$ cat src/rtl/mem_access.sv
// Memory-access pipeline stage: EX->MEM handshake, single outstanding data-bus access, WB result.
// Optional alignment checking is enabled by defining MEM_ALIGN_CHECK_EN.
module mem_access #(
  parameter int unsigned BUS_TIMEOUT = 255
) (
  input  logic        clk,
  input  logic        rst_n,
  input  logic        in_valid,
  output logic        in_ready,
  input  logic        mem_read_flag,
  input  logic        mem_write_flag,
  input  logic        mem_sign_flag,
  input  logic [3:0]  mem_sel,
  input  logic [31:0] alu_result,
  input  logic [31:0] mem_write_data,
  input  logic        reg_write_en,
  input  logic [4:0]  reg_write_addr,
  input  logic [31:0] current_pc_addr,
  output logic        dbus_req,
  output logic        dbus_we,
  output logic [31:0] dbus_addr,
  output logic [3:0]  dbus_be,
  output logic [31:0] dbus_wdata,
  input  logic        dbus_ack,
  input  logic [31:0] dbus_rdata,
  output logic        wb_valid,
  output logic [31:0] wb_data,
  output logic        wb_reg_write_en,
  output logic [4:0]  wb_reg_write_addr,
  output logic [31:0] wb_pc,
  output logic        stall_req,
  output logic        bus_err,
  output logic        misalign_exc
);

  typedef enum logic {IDLE, BUS} state_t;
  typedef enum logic [1:0] {SZ_B, SZ_H, SZ_W} size_t;

  state_t      state;
  logic [31:0] wait_cnt;

  size_t       op_size;
  logic [1:0]  op_off;
  logic        op_sign;
  logic        op_we;
  logic        op_rwe;
  logic [4:0]  op_rwa;
  logic [31:0] op_pc;
  logic [31:0] op_alu;

  size_t       in_size;
  logic [1:0]  in_off;
  logic        in_mem;
  logic        in_mis;
  logic [3:0]  in_be;
  logic [31:0] in_wdata;

  logic [31:0] lane;
  logic [31:0] load_data;

  assign in_ready  = (state == IDLE);
  assign stall_req = (state == BUS);
  assign in_mem    = mem_read_flag | mem_write_flag;

  // Undefined mem_sel codes fall through to word; the byte offset is
  // reduced to what the access width can actually use.
  always_comb begin
    in_size  = SZ_W;
    in_off   = 2'b00;
    in_be    = 4'b1111;
    in_wdata = mem_write_data;
    case (mem_sel)
      4'b0001: begin
        in_size  = SZ_B;
        in_off   = alu_result[1:0];
        in_be    = 4'b0001 << alu_result[1:0];
        in_wdata = {4{mem_write_data[7:0]}};
      end
      4'b0011: begin
        in_size  = SZ_H;
        in_off   = {alu_result[1], 1'b0};
        in_be    = 4'b0011 << {alu_result[1], 1'b0};
        in_wdata = {2{mem_write_data[15:0]}};
      end
      default: ;
    endcase
  end

`ifdef MEM_ALIGN_CHECK_EN
  assign in_mis = in_mem & (((in_size == SZ_H) & alu_result[0]) |
                            ((in_size == SZ_W) & (|alu_result[1:0])));
`else
  assign in_mis = 1'b0;
`endif

  always_comb begin
    lane = dbus_rdata >> {op_off, 3'b000};
    case (op_size)
      SZ_B:    load_data = {{24{op_sign & lane[7]}}, lane[7:0]};
      SZ_H:    load_data = {{16{op_sign & lane[15]}}, lane[15:0]};
      default: load_data = lane;
    endcase
  end

  always_ff @(posedge clk or negedge rst_n) begin
    if (!rst_n) begin
      state             <= IDLE;
      wait_cnt          <= '0;
      op_size           <= SZ_W;
      op_off            <= '0;
      op_sign           <= 1'b0;
      op_we             <= 1'b0;
      op_rwe            <= 1'b0;
      op_rwa            <= '0;
      op_pc             <= '0;
      op_alu            <= '0;
      dbus_req          <= 1'b0;
      dbus_we           <= 1'b0;
      dbus_addr         <= '0;
      dbus_be           <= '0;
      dbus_wdata        <= '0;
      wb_valid          <= 1'b0;
      wb_data           <= '0;
      wb_reg_write_en   <= 1'b0;
      wb_reg_write_addr <= '0;
      wb_pc             <= '0;
      bus_err           <= 1'b0;
      misalign_exc      <= 1'b0;
    end else begin
      wb_valid     <= 1'b0;
      bus_err      <= 1'b0;
      misalign_exc <= 1'b0;
      case (state)
        IDLE: begin
          if (in_valid) begin
            op_size <= in_size;
            op_off  <= in_off;
            op_sign <= mem_sign_flag;
            op_we   <= mem_write_flag;
            op_rwe  <= reg_write_en;
            op_rwa  <= reg_write_addr;
            op_pc   <= current_pc_addr;
            op_alu  <= alu_result;
            if (in_mem && !in_mis) begin
              state      <= BUS;
              wait_cnt   <= '0;
              dbus_req   <= 1'b1;
              dbus_we    <= mem_write_flag;
              dbus_addr  <= {alu_result[31:2], 2'b00};
              dbus_be    <= in_be;
              dbus_wdata <= in_wdata;
            end else begin
              wb_valid          <= 1'b1;
              wb_data           <= alu_result;
              wb_reg_write_en   <= reg_write_en & ~in_mis;
              wb_reg_write_addr <= reg_write_addr;
              wb_pc             <= current_pc_addr;
              misalign_exc      <= in_mis;
            end
          end
        end
        BUS: begin
          if (dbus_ack) begin
            state             <= IDLE;
            dbus_req          <= 1'b0;
            wb_valid          <= 1'b1;
            wb_data           <= op_we ? op_alu : load_data;
            wb_reg_write_en   <= op_rwe & ~op_we;
            wb_reg_write_addr <= op_rwa;
            wb_pc             <= op_pc;
          end else if (BUS_TIMEOUT != 0 && wait_cnt == BUS_TIMEOUT - 1) begin
            state             <= IDLE;
            dbus_req          <= 1'b0;
            wb_valid          <= 1'b1;
            bus_err           <= 1'b1;
            wb_reg_write_en   <= 1'b0;
            wb_reg_write_addr <= op_rwa;
            wb_pc             <= op_pc;
          end else begin
            wait_cnt <= wait_cnt + 32'd1;
          end
        end
        default: state <= IDLE;
      endcase
    end
  end

endmodule

$ cat config.mk
export PLATFORM = sky130hd
export DESIGN_NAME = mem_access
export DESIGN_NICKNAME = d
export VERILOG_FILES = /design/src/rtl/mem_access.sv
export SDC_FILE = /design/constraint.sdc
export NUM_CORES = 1
export LEC_CHECK = 0
export CAP_MARGIN = 20
export CORE_MARGIN = 2
export CORE_UTILIZATION = 54
export DETAILED_ROUTE_END_ITERATION = 6
export PLACE_DENSITY = 0.86
export SYNTH_ARGS = -nofsm -noshare
export SYNTH_HDL_FRONTEND = slang
export SYNTH_SLANG_ARGS = --single-unit
$ cat constraint.sdc
create_clock -name clk -period 4.72 [get_ports clk]
set_clock_uncertainty 0.2 [all_clocks]
set_input_delay 1.18 -clock clk [delete_from_list [all_inputs] [get_ports clk]]
set_output_delay 1.18 -clock clk [all_outputs]
set_load 0.05 [all_outputs]
==> metrics.txt, run 1 <==
nature of the critical path startpoint=flip-flop; Worst Hold Endpoint=op_alu[4]; r2r setup slk=between 1500 and 2000 ps; DRC=1; Placer Congestion=roughly 0.94; RSZ-0062 raised after global routing=false; DP Area=approximately 15,000 sq um; layout cells sized above 1=10.1%; Crit Path Class=flip-flop to output port; area delta synth->final=33.7%; Gate power share=between 30% and 40%; Peak supply drop=0.403 mV; vias in the first global route=10,700; net switching power=0.00332 W; Switching Share=39.9%; Req. time, crit path=about 3300 ps; detail-routed via count per cell=5.84; final hold viol count=0; Tot GR Track Use=29.7%; Slew headroom=about a third; R2R cell count=6; number of flops mapped to enable cells by yosys=0; CTS tree=built; failing checks=DRC; Final period util=approximately 73%; post-DP HPWL=23,600 microns; area share of and/or/nand/nor cells after synthesis=21.3%; htree depth=1; First DRT Iteration DRCs=~860; clock root buffer master=clkbuf_16; Leak Pwr=between 6 and 7 nW; CP max stage delay=approximately 800 ps; Post-Synthesis Mean Instance Area=9.36 sq um; P_int=roughly 0.0050 W; Starting Density=between 50% and 60%; outcome=complete, but fails checks; Total Wirelength=around 35,000 microns; Design Area, Final=approximately 16,000 sq um; crit end category=output port; CTS Buffer Depth=3; row count=54; Syn Std Cell Area=about 12,000 sq um; largest net degree at the start of global routing=around 110; Gate Count Post-Synth=approximately 1,300; post-CTS setup buffer count=0; port buffer count=286; Worst Tran Pin Value=between 900 and 1000 ps; die height=152 microns; R2R Path Start=op_off[1]; Clock Pin Slew Worst Setup and Hold Paths=around 60 ps; Final nets=around 1,700; crit path cell chain=inv_1 > clkdlybuf4s50_1; Final ANT Viol Nets=0; clk_lat worst skew=between 500 and 600 ps; CP max FO=16; Post-CTS Resized=0; # clock sinks=249; post-synthesis sequential area ratio=between 50 and 60%; Die X=roughly 150 microns; final worst path period need=3440 ps; post-synth cell types=50; min-delay src=op_alu[4]; first-pass GRT wire length=56,400 microns; Yosys top cell by area=dfrtp_1; Post-Synth XOR/XNOR Area=0%; Seq pwr share=between 30% and 40%; largest family of logic cells by synthesized area=simple AND/OR/NAND/NOR gates; WHS Path Cells=2; Clock power frac=25.0%; Worst Path Buf+Inv=2; total iterations of the first detailed-routing run=7; ant diodes=0; Max Cap Violations=0; I/O pin cnt=290; die area=23,100 sq um; Core ar.=around 22,000 sq um; Power Density=~530 nW/um^2; share of the synthesized area in the top cell type=a little over half; worst hold path type=flip-flop to flip-flop; post-synthesis compound-gate area fraction=between 10% and 20%; Hold Buf Count CTS=0; GRT overflow=0; r2r endpoint=wb_data[26]; async set-reset flop share out of synthesis=100%; top area cells in the synthesized netlist=dfrtp_1 (52%), nand2_1 (13%), mux2_2 (6.6%), o21ai_0 (4.1%), mux2i_1 (3.5%); Crit-path slowest cell=clkdlybuf4s50_1; setup TNS=0 ps; Post-Synth Adder-Cell Area=less than 1%; Final setup viols=0; #FFs+latches synth=approximately 250; total number of vias=about 11,000; Ys Warns=0; wire per inst=around 19 microns; commonest register cell after synthesis=dfrtp_1; Slew Viols, Final=0; CP delay by family, top=buffers and inverters; initial antenna violation count=0; WP data arrival=about 2100 ps; CTS Buf Count=27; Max Freq=~290 MHz; mux share of post-synthesis cell area=11.2%
## sequential cells by signal, indices dropped and copies added, names as in the netlist, 2 cells and up
| register | count |
|---|---|
| op_pc | 32 |
| dbus_wdata | 32 |
| dbus_addr | 30 |
| dbus_be | 4 |
| wb_data | 32 |
| op_off | 2 |
| wb_reg_write_addr | 5 |
| op_size | 2 |
| wait_cnt | 32 |
| wb_pc | 32 |
| op_alu | 32 |
| op_rwa | 5 |
## cell usage in the layout, fill, tap and decap left out, drive strengths merged, types with 11 or more instances in the layout
cell type	n
a21oi	46
and3	16
buf	18
clkbuf	38
clkdlybuf4s50	285
dfrtp	248
inv	13
mux2	78
mux2i	41
nand2	417
nand3	21
nand4	12
nor2	23
nor2b	19
nor4	11
o21ai	96
o22ai	15
o311ai	14
o31ai	17
or3	13
or4	15
## Yosys cell counts, types with 3 or more instances
| master | count |
|---|---|
| nand2_1 | 417 |
| dfrtp_1 | 248 |
| o21ai_0 | 96 |
| mux2_2 | 69 |
| clkbuf_1 | 61 |
| a21oi_1 | 46 |
| mux2i_1 | 41 |
| nor2_1 | 23 |
| nand3_1 | 21 |
| nor2b_1 | 19 |
| and3_1 | 16 |
| o31ai_1 | 16 |
| o22ai_1 | 15 |
| or4_1 | 15 |
| o311ai_0 | 14 |
| or3_1 | 13 |
| inv_1 | 12 |
| nand4_1 | 12 |
| mux2_4 | 9 |
| nor4_1 | 9 |
| a221oi_1 | 8 |
| a22oi_1 | 8 |
| buf_1 | 8 |
| buf_2 | 8 |
| nand2b_1 | 8 |
| a211oi_1 | 7 |
| and2_1 | 7 |
| nor3_1 | 5 |
| a31oi_1 | 4 |
| and4_1 | 3 |
| buf_4 | 3 |
| o211ai_1 | 3 |
## area by class of cell
cell class / instances / area [sq um]
sequential: 249 / 6230
inverter: 12 / 45.0
timing repair buffer: 303 / 3030
multi-input combinational: 925 / 5300
tap: 280 / 350
fill: 1556 / 5850
clock inverter: 10 / 85.1
clock buffer: 38 / 797
## power groups by stage
stage	Combinational, W	Clock [W]	Sequential, W
6_report	0.00329	0.00208	0.00296
5_1_grt	0.00346	0.00220	0.00302
3_3_place_gp	0.00323	0	0.00295
4_1_cts	0.00330	0.00211	0.00295
3_5_place_dp	0.00328	0	0.00298
2_1_floorplan	0.000831	0	0.00418
## worst max-delay path by stage
stage	from	slack, ps	depth (start not counted)	to
finish	stall_req	1280	2	in_ready
global route	stall_req	1210	2	in_ready
CTS	stall_req	1270	2	in_ready
detailed placement	dbus_ack	1010	7	wb_pc[12]
global placement	dbus_ack	1030	7	wb_pc[31]
floorplan	stall_req	1730	3	in_ready
## through the flow
step           util (%)  cells  power (W)  worst slack (ps)  hold WS, ps
2_1_floorplan         -   1268    0.00501              1730          240
3_3_place_gp       69.0   1769    0.00618              1030          251
3_5_place_dp       69.0   1769    0.00626              1010          261
4_1_cts            73.0   1817    0.00836              1270          276
5_1_grt            73.0   1817    0.00867              1210          297
6_report           73.0   1817    0.00832              1280          273
## cells by family after synthesis
group,Yosys count
compound gates,226
fa+ha+maj,2
buf+inv,94
flops,249
mux,119
other cells,1
simple gates,575
## worst min-delay path, delay by kind of cell (launching register included)
kind          cells  cell delay [ps]
flops             1              340
simple gates      2              100
## metal layers
metal,share of wire [%],GRT usage [%]
met1,41,39.9
met2,47,46.5
met3,8.3,6.66
met4,4.4,13.3
met5,0,0
Power figures use the tool's default switching activity.
==> run 2: changes to the inputs <==
Settings changed: CORE_UTILIZATION 54 to 50, PLACE_DENSITY 0.86 to 0.81.
Clock period 4.72 ns to 3.2 ns, I/O delays scaled along.
==> metrics.txt, run 2 (synthesis gave the netlist of run 1 again) <==
outcome=complete, no violations (was complete, but fails checks); Final ANT Viol Nets=0 (unchanged); RSZ-0062 raised after global routing=false (unchanged); row count=56 (was 54); Fin Hold WS=1.44 ps (was 273 ps); CP max stage delay=840 ps (was 810 ps); CTS Buffer Depth=3 (unchanged); clock root buffer master=clkbuf_16 (unchanged); Clock Pin Slew Worst Setup and Hold Paths=60 ps (about the same); total iterations of the first detailed-routing run=5 (was 7); Crit-path slowest cell=clkdlybuf4s50_1 (unchanged); detail-routed via count per cell=5.57 (was 5.84); worst hold path type=input pin to asynchronous set/reset pin (was flip-flop to flip-flop); die height=158 microns (was 152 microns); final hold viol count=0 (unchanged); # fillers=1,801 (was 1,556); Tot GR Track Use=27.6% (was 29.7%); crit path cell chain=clkdlybuf4s50_1 (was inv_1 > clkdlybuf4s50_1); nature of the critical path startpoint=flip-flop (unchanged); Slew Viols, Final=0 (unchanged); CTS tree=built (unchanged); htree depth=1 (unchanged); CP max FO=8 (was 16); commonest cells after routing, fill and taps aside=nand2_1 (417), clkdlybuf4s50_1 (284), dfrtp_1 (247) (was nand2_1 (417), clkdlybuf4s50_1 (285), dfrtp_1 (247)); GRT overflow=0 (unchanged); Crit Path Class=flip-flop to output port (unchanged); Post-CTS Resized=0 (unchanged); First DRT Iteration DRCs=754 (was 863); Peak supply drop=0.719 mV (was 0.403 mV); die area=24,900 sq um (was 23,100 sq um); Core ar.=23,400 sq um (was 21,700 sq um); Worst Tran Pin Value=1010 ps (was 998 ps); DRC=0 (was 1); final worst path period need=roughly 2900 ps; vias in the first global route=10,400 (was 10,700); area delta synth->final=35.7% (was 33.7%); final cell utilization of the core=68.7% (was 73.0%); total number of vias=10,400 (was 10,600); Die X=158 microns (was 152 microns); largest net degree at the start of global routing=67 (was 113); Power Density=772 nW/um^2 (was 525 nW/um^2); r2r setup slk=410 ps (was 1570 ps); Max Freq=~350 MHz; initial antenna violation count=1 (was 0); CTS Buf Count=28 (was 27); Slew headroom=32.0% (was 32.9%); setup TNS=0 ps (unchanged); post-DP HPWL=23,700 microns (was 23,600 microns); I/O pin cnt=290 (unchanged); Placer Congestion=0.944 (was 0.943); commonest non-fill, non-tap cell in the layout=nand2_1 (unchanged); GRT met2 Usage=43.7% (was 46.5%); post-CTS setup buffer count=0 (unchanged); met3 usage=7.23% (was 6.66%); first-pass GRT wire length=54,900 microns (was 56,400 microns); CP delay by family, top=buffers and inverters (unchanged); Final period util=approximately nine tenths; layout cells sized above 1=10.9% (was 10.1%); # clock sinks=249 (unchanged); Total Wirelength=34,500 microns (was 34,700 microns); Final nets=1,682 (was 1,665); WP data arrival=1860 ps (was 2060 ps); GR peak layer=met2 (unchanged); Worst Path Buf+Inv=1 (was 2); crit end category=output port (unchanged); Hold Buf Count CTS=0 (unchanged); Starting Density=50.6% (was 54.6%); clk_lat worst skew=540 ps (was 530 ps); Max Cap Violations=0 (unchanged); port buffer count=286 (unchanged); GR Util met1=37.3% (was 39.9%); wire per inst=18.4 microns (was 19.1 microns); Leak Pwr=7.09 nW (was 6.99 nW); Final setup viols=0 (unchanged); Req. time, crit path=2200 ps (was 3340 ps)
run 2: cell count changes in the layout (fill, tap and decap cells not counted):
cell,previous run,this run
buf_4,14,28
clkbuf_1,3,8
buf_12,3,6
clkbuf_16,27,29
clkbuf_8,8,6
clkinv_2,6,4
bufinv_16,1,2
clkdlybuf4s50_1,285,284
clkinv_4,1,0
clkinvlp_4,1,0
diode_2,0,1
inv_6,1,0
run 2: area by class of cell:
cell class	count	area (sq um)	share of cell area, %
multi-input combinational	925	5300	32.9
sequential	249	6230	38.8
tap	319	399	2.48
inverter	12	45.0	0.280
timing repair buffer	319	3190	19.8
clock buffer	43	838	5.21
clock inverter	6	80.1	0.498
antenna	1	2.50	0.0156
run 2: final timing paths:
path	startpoint	endpoint	cells after the start
max	stall_req	stall_req	1
min	rst_n	dbus_addr[14]	1
max reg2reg	wait_cnt[0]	wait_cnt[17]	8
min reg2reg	op_pc[21]	op_pc[21]	2
max in group asynchronous	rst_n	op_size[1]	2
min in group clk	op_pc[21]	op_pc[21]	2
run 2: per-layer routing:
layer / up-vias / routed length (microns)
met2: 385 / 16300
met4: 0 / 1040
met3: 71 / 2780
met5: - / 0
met1: 5102 / 14300
li1: 4889 / -
run 2: report_power, final:
| part | switching, W | total, W | internal, W |
|---|---|---|---|
| Sequential | 0.000440 | 0.00432 | 0.00388 |
| Clock | 0.00124 | 0.00319 | 0.00195 |
| Combinational | 0.00319 | 0.00491 | 0.00172 |
run 2: metrics by stage:
stage,setup slack [ps],power (W),cells,area [sq um]
after floorplan,587,0.00738,1268,11900
after global placement,119,0.00915,1824,15200
after detailed placement,26.9,0.00926,1824,15200
after CTS,322,0.0125,1873,16100
after global routing,105,0.0130,1873,16100
final,339,0.0124,1874,16100
==> run 3: changes to the inputs <==
Settings changed: PLACE_DENSITY 0.81 to not set, PLACE_DENSITY_LB_ADDON set to 0.05.
==> metrics.txt, run 3 (synthesis gave the netlist of run 1 again) <==
crit path cell chain=clkdlybuf4s50_1 (unchanged); commonest non-fill, non-tap cell in the layout=nand2_1 (unchanged); Power Density=764 nW/um^2 (was 772 nW/um^2); total iterations of the first detailed-routing run=5 (unchanged); Final period util=95.9% (was 89.4%); Die X=158 microns (unchanged); final cell utilization of the core=68.7% (about the same); post-DP HPWL=23,500 microns (was 23,700 microns); nature of the critical path startpoint=flip-flop (unchanged); First DRT Iteration DRCs=716 (was 754); first-pass GRT wire length=54,400 microns (was 54,900 microns); Worst Tran Pin Value=904 ps (was 1010 ps); Worst Path Buf+Inv=1 (unchanged); detail-routed via count per cell=5.48 (was 5.57); Max Freq=326 MHz (was 350 MHz); clk_lat worst skew=550 ps (was 540 ps); area delta synth->final=35.6% (was 35.7%); die area=24,900 sq um (unchanged); CP max FO=17 (was 8); port buffer count=286 (unchanged); commonest cells after routing, fill and taps aside=nand2_1 (417), clkdlybuf4s50_1 (284), dfrtp_1 (247) (unchanged); crit end category=output port (unchanged); Final nets=1,681 (was 1,682); DRC=0 (unchanged); Max Cap Violations=0 (unchanged); RSZ-0062 raised after global routing=false (unchanged); Leak Pwr=7.08 nW (was 7.09 nW); row count=56 (unchanged); Req. time, crit path=2200 ps (about the same); wire per inst=18.3 microns (was 18.4 microns); setup TNS=0 ps (unchanged); Placer Congestion=0.899 (was 0.944); CP max stage delay=900 ps (was 840 ps); Fin Hold WS=271 ps (was 1.44 ps); Starting Density=50.6% (unchanged); Total Wirelength=34,300 microns (was 34,500 microns); final worst path period need=3070 ps (was 2860 ps); Place WS=87.3 ps (was 26.9 ps); Slew headroom=39.2% (was 32.0%); vias in the first global route=10,200 (was 10,400); CTS tree=built (unchanged); Core ar.=23,400 sq um (unchanged); Tot GR Track Use=27.5% (was 27.6%); Peak supply drop=0.598 mV (was 0.719 mV); GRT overflow=0 (unchanged); clock root buffer master=clkbuf_16 (unchanged); WP data arrival=2070 ps (was 1860 ps); CTS Buf Count=27 (was 28); layout cells sized above 1=11.3% (was 10.9%); final hold viol count=0 (unchanged); outcome=complete, no violations (unchanged); Design Power=0.0123 W (was 0.0124 W); Slew Viols, Final=0 (unchanged); die height=158 microns (unchanged); CP delay by family, top=buffers and inverters (unchanged); fin worst setup slack=130 ps (was 339 ps); # clock sinks=249 (unchanged); initial antenna violation count=2 (was 1); Clock Pin Slew Worst Setup and Hold Paths=60 ps (about the same); total number of vias=10,300 (was 10,400); Crit-path slowest cell=clkdlybuf4s50_1 (unchanged); Post-CTS Resized=0 (unchanged); I/O pin cnt=290 (unchanged); largest net degree at the start of global routing=80 (was 67); htree depth=1 (unchanged); Final setup viols=0 (unchanged); Crit Path Class=flip-flop to output port (unchanged); CTS Buffer Depth=3 (unchanged); Final ANT Viol Nets=0 (unchanged); worst hold path type=flip-flop to flip-flop (was input pin to asynchronous set/reset pin)
run 3: cell types whose count changed in the layout (fill, tap and decap cells not counted), moves of 2 or more:
cell / change
clkbuf_1: -8
clkinv_2: +6
clkinvlp_4: +5
buf_4: -3
buf_12: +2
clkbuf_16: -2
clkbuf_8: -2
run 3: final timing paths:
kind / slack [ps] / end / startpoint / cells past startpoint
max: 130 / stall_req / stall_req / 1
min: 270 / dbus_addr[24] / dbus_addr[24] / 2
max reg2reg: 500 / wb_reg_write_addr[3] / wait_cnt[0] / 8
min reg2reg: 270 / dbus_addr[24] / dbus_addr[24] / 2
max in group asynchronous: 1580 / dbus_wdata[22] / rst_n / 3
min in group asynchronous: 520 / wait_cnt[20] / rst_n / 2
run 3: metrics by stage:
stage	std cells	area (sq um)
floorplan	1268	11900
CTS	1872	16100
detailed placement	1823	15200
global placement	1823	15200
global route	1872	16100
finish	1873	16100
run 3: power by group:
part / leakage (nW) / total [W] / switching, W / internal [W]
logic: 3.57 / 0.00487 / 0.00314 / 0.00173
registers: 3.08 / 0.00434 / 0.000460 / 0.00388
clock network: 0.425 / 0.00307 / 0.00134 / 0.00172
run 3: timing repair:
action	in CTS	in global routing
hold buffers	1	0
buffers inserted	0	0
endpoints found under the hold margin	34	0
run 3: routing by layer:
layer / global-route usage [%] / up-vias / share of wire (%)
met5: 0 / - / 0
met4: 7.42 / 0 / 2.6
met3: 7.25 / 58 / 7.7
met2: 43.5 / 336 / 47
met1: 37.6 / 4965 / 43
li1: - / 4899 / -
run 3: final cells by class:
type                            instances  area, sq um
Sequential cell                       249         6230
Timing Repair Buffer                  319         3220
Multi-Input combinational cell        925         5300
Tap cell                              319          399
Antenna cell                            1         2.50
Clock inverter                         17          138
Fill cell                            1899         7340
Inverter                               12         45.0
Clock buffer                           31          731
